**config.mk**
```make
export PLATFORM = sky130hd
export DESIGN_NAME = traffic_phase_fsm
export DESIGN_NICKNAME = d
export VERILOG_FILES = /design/src/rtl/traffic_pkg.sv /design/src/rtl/walk_request_latch.sv /design/src/rtl/traffic_phase_fsm.sv
export SDC_FILE = /design/constraint.sdc
export NUM_CORES = 1
export LEC_CHECK = 0
export CAP_MARGIN = 40
export CELL_PAD_IN_SITES_DETAIL_PLACEMENT = 0
export CELL_PAD_IN_SITES_GLOBAL_PLACEMENT = 1
export CORE_MARGIN = 10
export CORE_UTILIZATION = 44
export CTS_CLUSTER_DIAMETER = 40
export DETAILED_ROUTE_END_ITERATION = 6
export DONT_BUFFER_PORTS = 1
export GPL_TIMING_DRIVEN = 0
export PLACE_DENSITY = 0.77
export RECOVER_POWER = 50
export SLEW_MARGIN = 5
export SYNTH_ARGS = -nofsm -noshare
export SYNTH_HDL_FRONTEND = slang
export SYNTH_HIERARCHICAL = 1
export SYNTH_SLANG_ARGS = --single-unit
```
**constraint.sdc**
```tcl
create_clock -name clock -period 1.9 [get_ports clock]
set_input_delay 0.38 -clock clock [delete_from_list [all_inputs] [get_ports clock]]
set_output_delay 0.38 -clock clock [all_outputs]
set_load 0.01 [all_outputs]
```
**src/rtl/traffic_pkg.sv**
```systemverilog
// Shared types and constants for the intersection controller: phase encoding,
// lamp codes and the default phase durations also used by the Timer block.
package traffic_pkg;

  typedef enum logic [2:0] {
    S_MAIN_G1 = 3'd0,
    S_MAIN_G2 = 3'd1,
    S_MAIN_Y  = 3'd2,
    S_WALK    = 3'd3,
    S_SIDE_G1 = 3'd4,
    S_SIDE_G2 = 3'd5,
    S_SIDE_Y  = 3'd6
  } phase_t;

  localparam logic [2:0] LAMP_R = 3'b100;
  localparam logic [2:0] LAMP_Y = 3'b010;
  localparam logic [2:0] LAMP_G = 3'b001;

  localparam logic [3:0] DEF_T_BASE = 4'd6;
  localparam logic [3:0] DEF_T_EXT  = 4'd3;
  localparam logic [3:0] DEF_T_YEL  = 4'd2;

  // Any phase not owned by a street shows red, which keeps the two lights exclusive.
  function automatic logic [2:0] main_lamp(input phase_t s);
    case (s)
      S_MAIN_G1, S_MAIN_G2: return LAMP_G;
      S_MAIN_Y:             return LAMP_Y;
      default:              return LAMP_R;
    endcase
  endfunction

  function automatic logic [2:0] side_lamp(input phase_t s);
    case (s)
      S_SIDE_G1, S_SIDE_G2: return LAMP_G;
      S_SIDE_Y:             return LAMP_Y;
      default:              return LAMP_R;
    endcase
  endfunction

endpackage

```
**src/rtl/walk_request_latch.sv**
```systemverilog
// Remembers a pedestrian request until the walk phase is entered; a request
// arriving on the clearing edge wins so it is not lost.
module walk_request_latch (
  input  logic clk,
  input  logic rst_n,
  input  logic set,
  input  logic clear,
  output logic pending
);

  always_ff @(posedge clk or negedge rst_n) begin
    if (!rst_n) begin
      pending <= 1'b0;
    end else if (set) begin
      pending <= 1'b1;
    end else if (clear) begin
      pending <= 1'b0;
    end
  end

endmodule

```
**src/rtl/traffic_phase_fsm.sv**
```systemverilog
// Intersection phase sequencer: steps main/walk/side phases on Timer expiry,
// loads the Timer with each phase duration and drives the registered lamps.
module traffic_phase_fsm
  import traffic_pkg::*;
#(
  parameter logic [3:0] T_BASE = DEF_T_BASE,
  parameter logic [3:0] T_EXT  = DEF_T_EXT,
  parameter logic [3:0] T_YEL  = DEF_T_YEL
) (
  input  logic       clock,
  input  logic       Reset_N,
  input  logic       Sensor,
  input  logic       Walk_Request,
  input  logic       Expired,
  output logic       Start_Timer,
  output logic [3:0] Value,
  output logic [2:0] Main_Light,
  output logic [2:0] Side_Light,
  output logic       Walk,
  output logic [2:0] State
);

  if (T_BASE == 4'd0 || T_EXT == 4'd0 || T_YEL == 4'd0) begin : g_bad_duration
    $error("traffic_phase_fsm: phase durations must be non-zero");
  end

  function automatic logic [3:0] phase_duration(input phase_t s);
    case (s)
      S_MAIN_Y, S_SIDE_Y: return T_YEL;
      S_WALK, S_SIDE_G2:  return T_EXT;
      default:            return T_BASE;
    endcase
  endfunction

  phase_t     state_q, state_d;
  logic       start_req_q;
  logic [1:0] blank_q, blank_d;
  logic       expiry_ok, advance;
  logic       walk_pending, walk_clear;
  logic       start_d, walk_d;
  logic [3:0] value_d;
  logic [2:0] main_d, side_d;

  walk_request_latch u_walk (
    .clk     (clock),
    .rst_n   (Reset_N),
    .set     (Walk_Request),
    .clear   (walk_clear),
    .pending (walk_pending)
  );

  // Blanking hides the previous interval's Expired until Timer has reloaded.
  always_comb begin
    state_d   = state_q;
    advance   = 1'b0;
    expiry_ok = Expired && (blank_q == 2'd0) && !start_req_q;
    if (expiry_ok) begin
      advance = 1'b1;
      case (state_q)
        S_MAIN_G1: state_d = Sensor ? S_MAIN_Y : S_MAIN_G2;
        S_MAIN_G2: state_d = S_MAIN_Y;
        S_MAIN_Y:  state_d = walk_pending ? S_WALK : S_SIDE_G1;
        S_WALK:    state_d = S_SIDE_G1;
        S_SIDE_G1: state_d = Sensor ? S_SIDE_G2 : S_SIDE_Y;
        S_SIDE_G2: state_d = S_SIDE_Y;
        S_SIDE_Y:  state_d = S_MAIN_G1;
        default:   state_d = S_MAIN_G1;
      endcase
    end
    walk_clear = advance && (state_d == S_WALK);
    start_d    = advance || start_req_q;
    if (start_d) begin
      blank_d = 2'd2;
      value_d = phase_duration(state_d);
    end else begin
      blank_d = (blank_q != 2'd0) ? blank_q - 2'd1 : 2'd0;
      value_d = Value;
    end
    main_d = main_lamp(state_d);
    side_d = side_lamp(state_d);
    walk_d = (state_d == S_WALK);
  end

  always_ff @(posedge clock or negedge Reset_N) begin
    if (!Reset_N) begin
      state_q     <= S_MAIN_G1;
      start_req_q <= 1'b1;
      blank_q     <= 2'd0;
      Start_Timer <= 1'b0;
      Value       <= T_BASE;
      Main_Light  <= LAMP_G;
      Side_Light  <= LAMP_R;
      Walk        <= 1'b0;
    end else begin
      state_q     <= state_d;
      start_req_q <= 1'b0;
      blank_q     <= blank_d;
      Start_Timer <= start_d;
      Value       <= value_d;
      Main_Light  <= main_d;
      Side_Light  <= side_d;
      Walk        <= walk_d;
    end
  end

  assign State = state_q;

endmodule

```
# Word level (Yosys, flattened, before mapping)
# Cells that the tools add are included.
dict set report classes {
  addsub 1
  eq_ne 11
  n_mux 13
  n_reduce_logical 14
}
# operator n
set op_table {}
lappend op_table {{$pmux W3 S2} 3}
lappend op_table {{$pmux W3 S6} 1}
lappend op_table {{$eq A3 B3 Y1 const B} 5}
lappend op_table {{$eq A3 B2 Y1 const B} 4}
lappend op_table {{$mux W2} 4}
lappend op_table {{$reduce_or A2 Y1} 4}
lappend op_table {{$eq A3 B1 Y1 const B} 2}
lappend op_table {{$logic_not A3 Y1} 2}
lappend op_table {{$mux W3} 2}
lappend op_table {{$reduce_bool A2 Y1} 2}
lappend op_table {{$logic_and A1 B1 Y1} 3}
lappend op_table {{$mux W1} 3}
lappend op_table {{$logic_not A2 Y1} 1}
lappend op_table {{$sub A2 B1 Y2 const B} 1}
lappend op_table {{$logic_not A1 Y1} 1}
lappend op_table {{$logic_or A1 B1 Y1} 1}
dict set report word_totals {
  regBits 19
  inputBits 5
}

# Depth between registers and ports, before layout
dict set report logic_depth {
  ltp_word 8
  depth_mapped 7
}

# Cells and area by module
# Netlist, hierarchy kept.
# module instances cells_per_inst area_per_inst_um2 seq_area_each_um2
set by_module_without_submodules {}
lappend by_module_without_submodules {traffic_phase_fsm 1 80 780.7 405.4}
lappend by_module_without_submodules {walk_request_latch 1 3 36.3 25.0}

# Worst setup path after synthesis
# No wires, ideal clock.
dict set report synth_timing {
  path_type {reg2reg}
  start {register blank_q[1]}
  end {register u_walk.pending}
  setup_time_ns 0.118
  arrival_ns 1.564
  required_ns 1.782
  slack_ns 0.218
  stages_incl_launch_ff 8
  n_path_buf 1
  period_less_slack_ns 1.682
  path_cell_list {dfrtp_1 -> or4b_1 -> buf_2 -> nor2_1 -> nand2_1 -> nor3_1 -> inv_1 -> a21o_1}
}
dict set report synth_between {
  elab_chain_len 7
  elab_cells_between_ends 8
}
# element line
set synth_lines {}
lappend synth_lines {{from (decl)} traffic_phase_fsm.sv:37} ;# logic [1:0] blank_q, blank_d;
lappend synth_lines {{from (signal assigned)} traffic_phase_fsm.sv:97} ;# blank_q <= blank_d;
lappend synth_lines {{$logic_not A2 Y1 *} traffic_phase_fsm.sv:56} ;# expiry_ok = Expired && (blank_q == 2'd0) && !start_req_q;
lappend synth_lines {{$logic_and A1 B1 Y1 * (2 in series)} traffic_phase_fsm.sv:56}
lappend synth_lines {{$mux W3} traffic_phase_fsm.sv:57} ;# if (expiry_ok) begin
lappend synth_lines {{$eq A3 B2 Y1} traffic_phase_fsm.sv:70} ;# walk_clear = advance && (state_d == S_WALK);
lappend synth_lines {{$logic_and A1 B1 Y1 *} traffic_phase_fsm.sv:70}
lappend synth_lines {{named net walk_clear} traffic_phase_fsm.sv:39} ;# logic walk_pending, walk_clear;
lappend synth_lines {{$reduce_bool A2 Y1 (no line) *} -}
lappend synth_lines {{to (signal assigned)} walk_request_latch.sv:13} ;# pending <= 1'b0;
lappend synth_lines {{to (signal assigned)} walk_request_latch.sv:15} ;# pending <= 1'b1;
lappend synth_lines {{to (signal assigned)} walk_request_latch.sv:17} ;# pending <= 1'b0;
lappend synth_lines {{to (decl)} walk_request_latch.sv:8} ;# output logic pending
# Mark *: on every way through the listed nets, which the timed path passes. The rest lies on a longest branch.
# A chain may end at the register's enable or synchronous reset.

# Worst setup path after layout
dict set report layout_timing {
  start {register blank_q[0]}
  end {register u_walk.pending}
}
# The elaborated chain is that of the path after synthesis.

==> run metrics <==
hold crit path type in -> reg; CP required 2.09 ns; CTS tree built; Post-synth EDFFs 0; sequential fraction of the synthesis area 52.7%; fraction of layout instances using a drive strength above 1 between 10% and 20%; Final Cycle Share between 90% and 100%; vias in the first global route 546; site row count 15; Worst-Skew Late Latency between 0.2 and 0.3 ns; Synth Flop Type dfrtp_1; Synth Register Bits 17; WP data arrival 1.95 ns; Worst Skew 0.000551 ns; Die H between 60 and 70 µm; Initial DRC Count 9; Max clock buf depth 2; hold slack roughly 0.18 ns; Avg WL per Cell 13.4 µm; Fill cells around 180; final worst path period need roughly 1.8 ns; I/O Pins 20; internal power 706 µW; # H-tree levels 1; unrepaired setup endpoints after global routing no; setup slack at placement approximately 0.11 ns; CTS Buf Count 3; critical-path maximum fanout 8; DRC viols 0; FF+latch area ~430 µm²; Post-Syn Area per Cell 9.84 µm²; Worst Tran Pin Value ~0.76 ns; Max Fclk ~570 MHz; Worst setup SP type register; area of the multi-input gates about 350 µm²; area delta synth->final 11.8%; Comb pwr share 30.5%; commonest non-fill, non-tap cell in the layout dfrtp_1; P per Cell Area approximately 1200 mW/mm²; Clock Tree Root clkbuf_4; max_slew headroom 49.4%; crit path kind reg -> reg; Hold Vio Cnt, Final 0; grt total ovfl 0; Detail Route Antenna Nets 0; Synth cell types 31; Warnings, synthesis 6; status finished, final reports clean; sequential share of power between 50% and 60%; Placer Congestion about 0.76; die area about 0.004 mm²; Final Core Density between 50% and 60%; clock sink total 17; detailed placer's ending HPWL about 1.1 mm; Sw Ratio a little under two fifths; Initial Util 46.8%; PortBufs 0; Clk network pwr share between 10% and 20%; most frequent cells in the layout 11 x dfrtp_1, 7 x nand2_1, 6 x clkbuf_1, 6 x nor2_1, 6 x a21oi_1; Net Sw Power 421 µW; First-pass DRT Iterations 4; diodes inserted 0; global-route wire length before repair 2.53 mm; vias a little under 600; Die X-Extent approximately 63 µm; Reg clk slew, reported paths roughly 0.090 ns; final worst-path setup slack 0.134 ns; Leakage 0.391 nW; Max Cap Viol 0; VDD IR max between 0.6 and 0.7 mV; cell area after synthesis 817 µm²; via/cell ratio slightly above 5; Tot GR Track Use under 10%; fin nets 97; pin count of the biggest net entering global routing 18; initial antenna violation count 0; Post-Synthesis Cells between 80 and 90; Slew Limit Fails 0; Tot Pwr about 1.1 mW; Async S/R FF share, synth 100%; core box area about 0.0017 mm²; CP endpoint kind register; drt total wl 1.56 mm; Final setup viols 0; setup TNS 0 ns
==> critical path, cell delays in order, from the launching register on <==
cell     delay [ns]
dfrtp_2        0.44
or4b_1         0.50
buf_4          0.19
nor2_1         0.12
nand2_1        0.08
nor3_1         0.13
inv_1          0.05
a21o_1         0.14
==> final timing paths <==
| kind | depth (start not counted) | slack (ns) | startpoint | endpoint |
|---|---|---|---|---|
| worst max-delay path | 7 | 0.13 | blank_q[0] | u_walk/pending |
| worst min-delay path | 1 | 0.18 | Walk_Request | u_walk/pending |
| worst max register to register | 7 | 0.13 | blank_q[0] | u_walk/pending |
| worst min register to register | 1 | 0.50 | blank_q[0] | blank_q[0] |
| max in group asynchronous | 1 | 0.78 | Reset_N | blank_q[1] |
| min in group asynchronous | 1 | 0.60 | Reset_N | State[2] |
==> stage by stage <==
stage / std cells / cell area [µm²]
final: 116 / 913
after CTS: 114 / 888
after global routing: 116 / 913
after floorplan: 84 / 821
after detailed placement: 109 / 852
after global placement: 109 / 852
==> synth_stat cells, types with 2 or more instances <==
cell type,instances,area (µm²)
buf_4,2,15.0
inv_1,4,15.0
nand3_1,3,15.0
nand2_1,7,26.3
conb_1,2,7.51
dfrtp_1,13,325
nor2_1,6,22.5
o21ai_0,5,25.0
a21oi_1,6,30.0
dfstp_2,4,105
clkbuf_1,4,15.0
o31ai_1,2,15.0
nand2b_1,2,12.5
nor2b_1,4,25.0
nor3_1,2,10.0
a21o_1,2,15.0
==> area by class of cell <==
type                            count  area share [%]
Multi-Input combinational cell     56            38.2
Inverter                            4            1.64
Timing Repair Buffer                3            2.33
Tap cell                           25            3.42
Clock buffer                        4            2.88
Buffer                              7            4.11
Sequential cell                    17            47.4
==> layer usage <==
layer	up-vias	share of wire (%)	wire length, µm	global-route usage, %
met4	0	1.5	23	4.19
li1	293	-	-	-
met3	4	12	186	4.95
met1	270	43	663	8.41
met5	-	0	0	0
met2	23	44	683	11.2
==> sequential cells by signal (all words and copies together), names as in the netlist, 2 cells and up <==
name,cells
Value,2
State,3
blank_q,2
Side_Light,3
Main_Light,3
==> power groups by stage <==
stage	combinational [mW]	sequential (mW)	clock (mW)
2_1_floorplan	0.275	0.581	0
6_report	0.344	0.593	0.190
3_3_place_gp	0.325	0.604	0
4_1_cts	0.336	0.600	0.199
5_1_grt	0.390	0.612	0.214
3_5_place_dp	0.326	0.608	0
==> logic make-up (layout without fill, tap and decap cells) <==
logic type / after synthesis / in the layout / synth area share, %
AOI/OAI and AO/OA: 20 / 20 / 15.3
DFF: 17 / 17 / 52.7
buffers and inverters: 11 / 18 / 6.12
and+or+nand+nor: 31 / 31 / 22.5
muxes: 1 / 1 / 1.38
other: 2 / 3 / 0.919
xor gates and xnor gates: 1 / 1 / 1.07
==> timing repair <==
action,in CTS,in global routing
buffers inserted,0,2
endpoints found under the setup margin,0,4
hold endpoints to repair,17,0
resized for setup,0,5
hold buffers,1,0
(Power assumes the default switching activity.)
